$ cat src/rtl/riscv_pkg.sv
// riscv_pkg: ALU op encodings and execute-stage payload; ALU_EXEC_FLAGS_EN adds carry/overflow/negative
package riscv_pkg;
    localparam int PKG_XLEN = 32;
    localparam int PKG_REG_ADDR_W = 5;
    typedef enum logic [2:0] {ALU_ADD, ALU_SUB, ALU_AND, ALU_OR, ALU_XOR} alu_ops_t;
    typedef struct packed {
        logic [PKG_XLEN-1:0]       result;
        logic [PKG_REG_ADDR_W-1:0] rd_addr;
        logic                      reg_write;
        logic                      zero;
`ifdef ALU_EXEC_FLAGS_EN
        logic                      carry;
        logic                      overflow;
        logic                      negative;
`endif
    } exec_payload_t;
endpackage

$ cat src/rtl/alu_exec_stage_core.sv
// alu_core: combinational ADD/SUB/AND/OR/XOR; flag outputs only with ALU_EXEC_FLAGS_EN
module alu_core
    import riscv_pkg::*;
#(
    parameter int XLEN = PKG_XLEN
) (
    input  alu_ops_t          alu_ctrl,
    input  logic [XLEN-1:0]   a,
    input  logic [XLEN-1:0]   b,
    output logic [XLEN-1:0]   result
`ifdef ALU_EXEC_FLAGS_EN
    ,
    output logic              carry,
    output logic              overflow,
    output logic              negative
`endif
);
    logic            is_sub;
    logic [XLEN-1:0] bb;
    logic [XLEN:0]   sum;
    always_comb begin
        is_sub = alu_ctrl == ALU_SUB;
        bb     = is_sub ? ~b : b;
        sum    = {1'b0, a} + {1'b0, bb} + (XLEN+1)'(is_sub);
        result = alu_ctrl == ALU_AND ? a & b :
                 alu_ctrl == ALU_OR  ? a | b :
                 alu_ctrl == ALU_XOR ? a ^ b : sum[XLEN-1:0];
    end
`ifdef ALU_EXEC_FLAGS_EN
    logic arith;
    always_comb begin
        arith    = !(alu_ctrl == ALU_AND || alu_ctrl == ALU_OR || alu_ctrl == ALU_XOR);
        carry    = arith && sum[XLEN];
        overflow = arith && (a[XLEN-1] == bb[XLEN-1]) && (sum[XLEN-1] != a[XLEN-1]);
        negative = result[XLEN-1];
    end
`endif
endmodule

$ cat src/rtl/alu_exec_stage.sv
// alu_exec_stage: registered ALU execute stage with main+skid output buffer; ALU_EXEC_FLAGS_EN adds flag outputs
module alu_exec_stage
    import riscv_pkg::*;
#(
    parameter int XLEN       = PKG_XLEN,
    parameter int REG_ADDR_W = PKG_REG_ADDR_W
) (
    input  logic                  clk,
    input  logic                  rst,
    input  logic                  in_valid,
    output logic                  in_ready,
    input  alu_ops_t              alu_ctrl,
    input  logic [XLEN-1:0]       src_a,
    input  logic [XLEN-1:0]       src_b,
    input  logic [REG_ADDR_W-1:0] rd_addr,
    input  logic                  reg_write,
    input  logic                  flush,
    output logic                  out_valid,
    input  logic                  out_ready,
    output logic [XLEN-1:0]       alu_result,
    output logic [REG_ADDR_W-1:0] out_rd_addr,
    output logic                  out_reg_write,
    output logic                  zero
`ifdef ALU_EXEC_FLAGS_EN
    ,
    output logic                  carry,
    output logic                  overflow,
    output logic                  negative
`endif
);
    typedef enum logic [1:0] {EMPTY, ONE, TWO} buf_state_t;
    buf_state_t      state, state_nxt;
    exec_payload_t   main_q, skid_q, new_p;
    logic [XLEN-1:0] result;
    logic            accept, xfer;
`ifdef ALU_EXEC_FLAGS_EN
    logic            carry_c, overflow_c, negative_c;
`endif
    alu_core #(.XLEN(XLEN)) u_core (
        .alu_ctrl (alu_ctrl),
        .a        (src_a),
        .b        (src_b),
        .result   (result)
`ifdef ALU_EXEC_FLAGS_EN
        ,
        .carry    (carry_c),
        .overflow (overflow_c),
        .negative (negative_c)
`endif
    );
    always_comb begin
        accept = in_valid && in_ready;
        xfer   = out_valid && out_ready;
        new_p           = '0;
        new_p.result    = result;
        new_p.rd_addr   = rd_addr;
        new_p.reg_write = reg_write;
        new_p.zero      = result == '0;
`ifdef ALU_EXEC_FLAGS_EN
        new_p.carry     = carry_c;
        new_p.overflow  = overflow_c;
        new_p.negative  = negative_c;
`endif
        state_nxt = state == EMPTY ? (accept ? ONE : EMPTY) :
                    state == ONE   ? (accept && !xfer ? TWO : xfer && !accept ? EMPTY : ONE) :
                                     (xfer ? ONE : TWO);
    end
    always_ff @(posedge clk) begin
        if (rst || flush) begin
            state     <= EMPTY;
            out_valid <= 1'b0;
            in_ready  <= 1'b1;
            main_q    <= '0;
            skid_q    <= '0;
        end else begin
            state     <= state_nxt;
            out_valid <= state_nxt != EMPTY;
            in_ready  <= state_nxt != TWO;
            if (state == TWO && xfer)
                main_q <= skid_q;
            else if (accept && (state == EMPTY || xfer))
                main_q <= new_p;
            if (accept && state == ONE && !xfer)
                skid_q <= new_p;
        end
    end
    assign alu_result    = main_q.result;
    assign out_rd_addr   = main_q.rd_addr;
    assign out_reg_write = main_q.reg_write;
    assign zero          = main_q.zero;
`ifdef ALU_EXEC_FLAGS_EN
    assign carry         = main_q.carry;
    assign overflow      = main_q.overflow;
    assign negative      = main_q.negative;
`endif
endmodule

$ cat config.mk
export PLATFORM = sky130hd
export DESIGN_NAME = alu_exec_stage
export DESIGN_NICKNAME = d
export VERILOG_FILES = /design/src/rtl/riscv_pkg.sv /design/src/rtl/alu_exec_stage_core.sv /design/src/rtl/alu_exec_stage.sv
export SDC_FILE = /design/constraint.sdc
export NUM_CORES = 1
export LEC_CHECK = 0
export BUFFER_PORTS_ARGS = -buffer_cell sky130_fd_sc_hd__buf_2
export CAP_MARGIN = 20
export CORE_MARGIN = 8
export CORE_UTILIZATION = 32
export DETAILED_ROUTE_END_ITERATION = 10
export SETUP_SLACK_MARGIN = 0.3
export SKIP_LAST_GASP = 1
export SYNTH_ARGS = -nofsm -noshare
export SYNTH_HDL_FRONTEND = slang
export SYNTH_SLANG_ARGS = --single-unit
$ cat constraint.sdc
create_clock -name clk -period 10.35 [get_ports clk]
set_clock_uncertainty 0.05 [all_clocks]
set_input_delay 1.5525 -clock clk [delete_from_list [all_inputs] [get_ports clk]]
set_output_delay 1.5525 -clock clk [all_outputs]
set_load 0.05 [all_outputs]
==> reports/metrics.yaml <==
global_routing:
  grt_antenna_before_repair: 0
  grt_first_pass_wirelength_um: 39900
  first_global_vias: 7258
  groute.usage.overall_pct: 17.6
  aggregate_global_routing_overflow: 0
  pin_count_of_the_biggest_net_entering_global_routing: 82
synth:
  synth_enable_flop_cells: 0
  count_of_unique_library_cells_instantiated_by_yosys: 72
  synth_cells: 960
  postSynth.asyncResetShare_pct: 0
  synth_commonest_cells: "sky130_fd_sc_hd__nor2_1, sky130_fd_sc_hd__ha_1, sky130_fd_sc_hd__dfxtp_1, sky130_fd_sc_hd__nand2_1, sky130_fd_sc_hd__a21oi_1"
  postSynthNetCount: 1137
  synth.ff_latch_count: 82
  synth_top_cells_by_area: "sky130_fd_sc_hd__dfxtp_1, sky130_fd_sc_hd__ha_1, sky130_fd_sc_hd__nor2_1"
  proportion_of_synthesized_chip_area_in_sequential_cells_pct: 22.5
  post_synth_top_flop: "sky130_fd_sc_hd__dfxtp_1"
  yosysMostFrequentCell: "sky130_fd_sc_hd__nor2_1"
  synth_warn: 0
  synth.top_cell.area_share_pct: 22.5
  post_synth_instance_area_um2: 7300
  yosysTopAreaCell: "sky130_fd_sc_hd__dfxtp_1"
  syn_avg_cell_area_um2: 7.61
worst_setup_path:
  critical_path.endpoint_type: "register"
  ff2ff_path_depth: 4
  rr_endpoint: "skid_q[30]"
  critPathRequiredTime_ps: 10550
  reg2reg_start: "state[0]"
  worst_path_arrival_ps: 6470
  cp_max_fo: 35
  timing_worst_setup_path_type: "primary input to register"
  rrSetupSlack_ps: 8270
  crit_path_start: "alu_ctrl[0]"
  timing.critical_path.from_type: "primary input"
routing:
  detailedRoute.firstPassIterationCount: 9
  via_count: 7357
  drcViolationCount: 0
  avgRoutedWirePerCell_um: 19.0
  vias_per_cell: 5.56
  detail_route.wirelength_um: 25100
  detailed_router_s_first_iteration_violation_count: 655
  ant_nets: 0
sta:
  fin_crit_ps: 6270
  tightest_slew_ps: 959
  share_of_the_clock_period_used_by_the_worst_path_after_layout_pct: 60.6
  postLayoutSetupSlackWorst_ps: 4080
  setup_violations: 0
  final-hold-violation-count: 0
  relSlewSlack_pct: 35.8
  maxClockFrequency_ghz: 0.159
  unrepaired_setup_endpoints_after_global_routing: "no"
  setup_tns_ps: 0
  slew_violations: 0
finish:
  area_growth_pct: 14.6
  final_area_um2: 8370
  fraction_of_final_layout_cells_sized_beyond_drive_strength_1_pct: 15.8
  antenna_cells_inserted: 0
  final_standard_cell_utilization_of_the_core_pct: 37.2
  finalNetCount: 1214
floorplan:
  fp-row-count: 55
  die_width_um: 167
  initial_core_util_pct: 32.4
  ios: 119
  dieHeight_um: 167
  core_um2: 22500
  die_area_um2: 27900
power_and_ir_drop:
  lkg_pwr_uw: 0.00362
  total_power_density_per_cell_area_nw_per_um2: 125
  vdd_ir_drop_max_uv: 77.6
clock_network:
  tritoncts: "yes"
  insertion_delay_ps: 330
  numCtsBuffers: 9
  holdBufCountCts: 0
  clock-sinks: 82
  post_cts.repair.setup_buffers: 0
  clock_tree.htree_level_count: 3
  post_cts.resized_instances: 0
  clk_root_buffer_cell: "sky130_fd_sc_hd__clkbuf_16"
  cts-root-to-sink-buffers: 2
  worst_setup_hold_path_clk_slew_ps: 50
flow_run:
  cap_violations: 0
placed_design:
  place.port_buffers: 118
  place.gp.congestion: 0.898
  hpwlAfterDp_um: 19200
  detailed_place.area_um2: 8120
  pre_cts_slack_ps: 3810
hold_path:
  holdPathEnd: "alu_result[1]"
  min-delay-path-class: "register to register"
  hold_start: "skid_q[8]"
  hold_path_depth: 2
status:
  run_status: "finished, final reports clean"
-- cell usage in the layout, fill, tap and decap left out, drive strengths merged, types with 11 or more instances in the layout --
| cell | instances |
|---|---|
| o21ai | 38 |
| buf | 130 |
| nor2 | 109 |
| nand4 | 16 |
| xnor2 | 40 |
| ha | 98 |
| dfxtp | 82 |
| a22oi | 23 |
| inv | 71 |
| a222oi | 37 |
| nand3 | 13 |
| nor3 | 28 |
| a21o | 15 |
| nand2 | 78 |
| o22ai | 29 |
| a21oi | 78 |
| clkbuf | 11 |
-- final cells by class --
type	count	area, µm²
Sequential cell	82	1640
Clock inverter	1	5.00
Multi-Input combinational cell	743	5180
Timing Repair Buffer	130	681
Clock buffer	11	243
Fill cell	2360	14100
Tap cell	285	357
Inverter	71	267
-- cell families (layout without fill, tap and decap cells) --
| family | Yosys count | count (layout) | share of synthesized area, % |
|---|---|---|---|
| adders and majority gates | 99 | 99 | 17.1 |
| AOI/OAI and AO/OA | 300 | 300 | 28.7 |
| DFF | 82 | 82 | 22.5 |
| and+or+nand+nor | 294 | 294 | 18.7 |
| xor gates and xnor gates | 48 | 48 | 5.76 |
| muxes | 2 | 2 | 0.274 |
| buffers and inverters | 135 | 213 | 7.09 |
-- state kept, by name, summed over array words and instances, names as in the netlist --
register	count
skid_q	39
alu_result	32
out_rd_addr	5
state	2
in_ready	1
out_reg_write	1
out_valid	1
zero	1
-- worst max path at each step --
| stage | endpoint | cells past startpoint |
|---|---|---|
| global route | skid_q[0] | 16 |
| global placement | skid_q[0] | 16 |
| CTS | zero | 16 |
| floorplan | zero | 16 |
| detailed placement | zero | 16 |
| finish | zero | 16 |
-- power breakdown --
| part | internal [µW] | leakage, µW | switching, µW |
|---|---|---|---|
| combinational | 157 | 0.00284 | 278 |
| sequential | 326 | 0.000664 | 6.79 |
| clock | 163 | 0.000123 | 113 |
-- worst max-delay path, cell delays in order --
cell and delay (ps):
sky130_fd_sc_hd__buf_2 70, sky130_fd_sc_hd__buf_4 360, sky130_fd_sc_hd__nor3b_4 690, sky130_fd_sc_hd__buf_4 480
sky130_fd_sc_hd__xnor2_1 170, sky130_fd_sc_hd__ha_1 310, sky130_fd_sc_hd__o21ai_0 230, sky130_fd_sc_hd__o21ai_0 180
sky130_fd_sc_hd__o31ai_1 530, sky130_fd_sc_hd__or4_1 200, sky130_fd_sc_hd__nand3_1 140, sky130_fd_sc_hd__or4_1 500
sky130_fd_sc_hd__or4_1 410, sky130_fd_sc_hd__nor4_1 280, sky130_fd_sc_hd__nand4_1 180, sky130_fd_sc_hd__o22ai_1 160
-- metrics by stage --
step / std cells / hold WS, ps / power, µW
3_5_place_dp: 1311 / 397 / 771
3_3_place_gp: 1311 / 391 / 771
6_report: 1323 / 404 / 1040
5_1_grt: 1323 / 416 / 1110
2_1_floorplan: 960 / 382 / 643
4_1_cts: 1323 / 406 / 1050
-- metal layers --
| layer | track usage (%) | vias up | part of all wire (%) |
|---|---|---|---|
| met5 | 0 | - | 0 |
| met1 | 22.6 | 3412 | 46 |
| met3 | 2.79 | 42 | 4.7 |
| met4 | 7.09 | 0 | 3.4 |
| li1 | - | 3680 | - |
| met2 | 28.8 | 223 | 45 |
(Power assumes the default switching activity.)
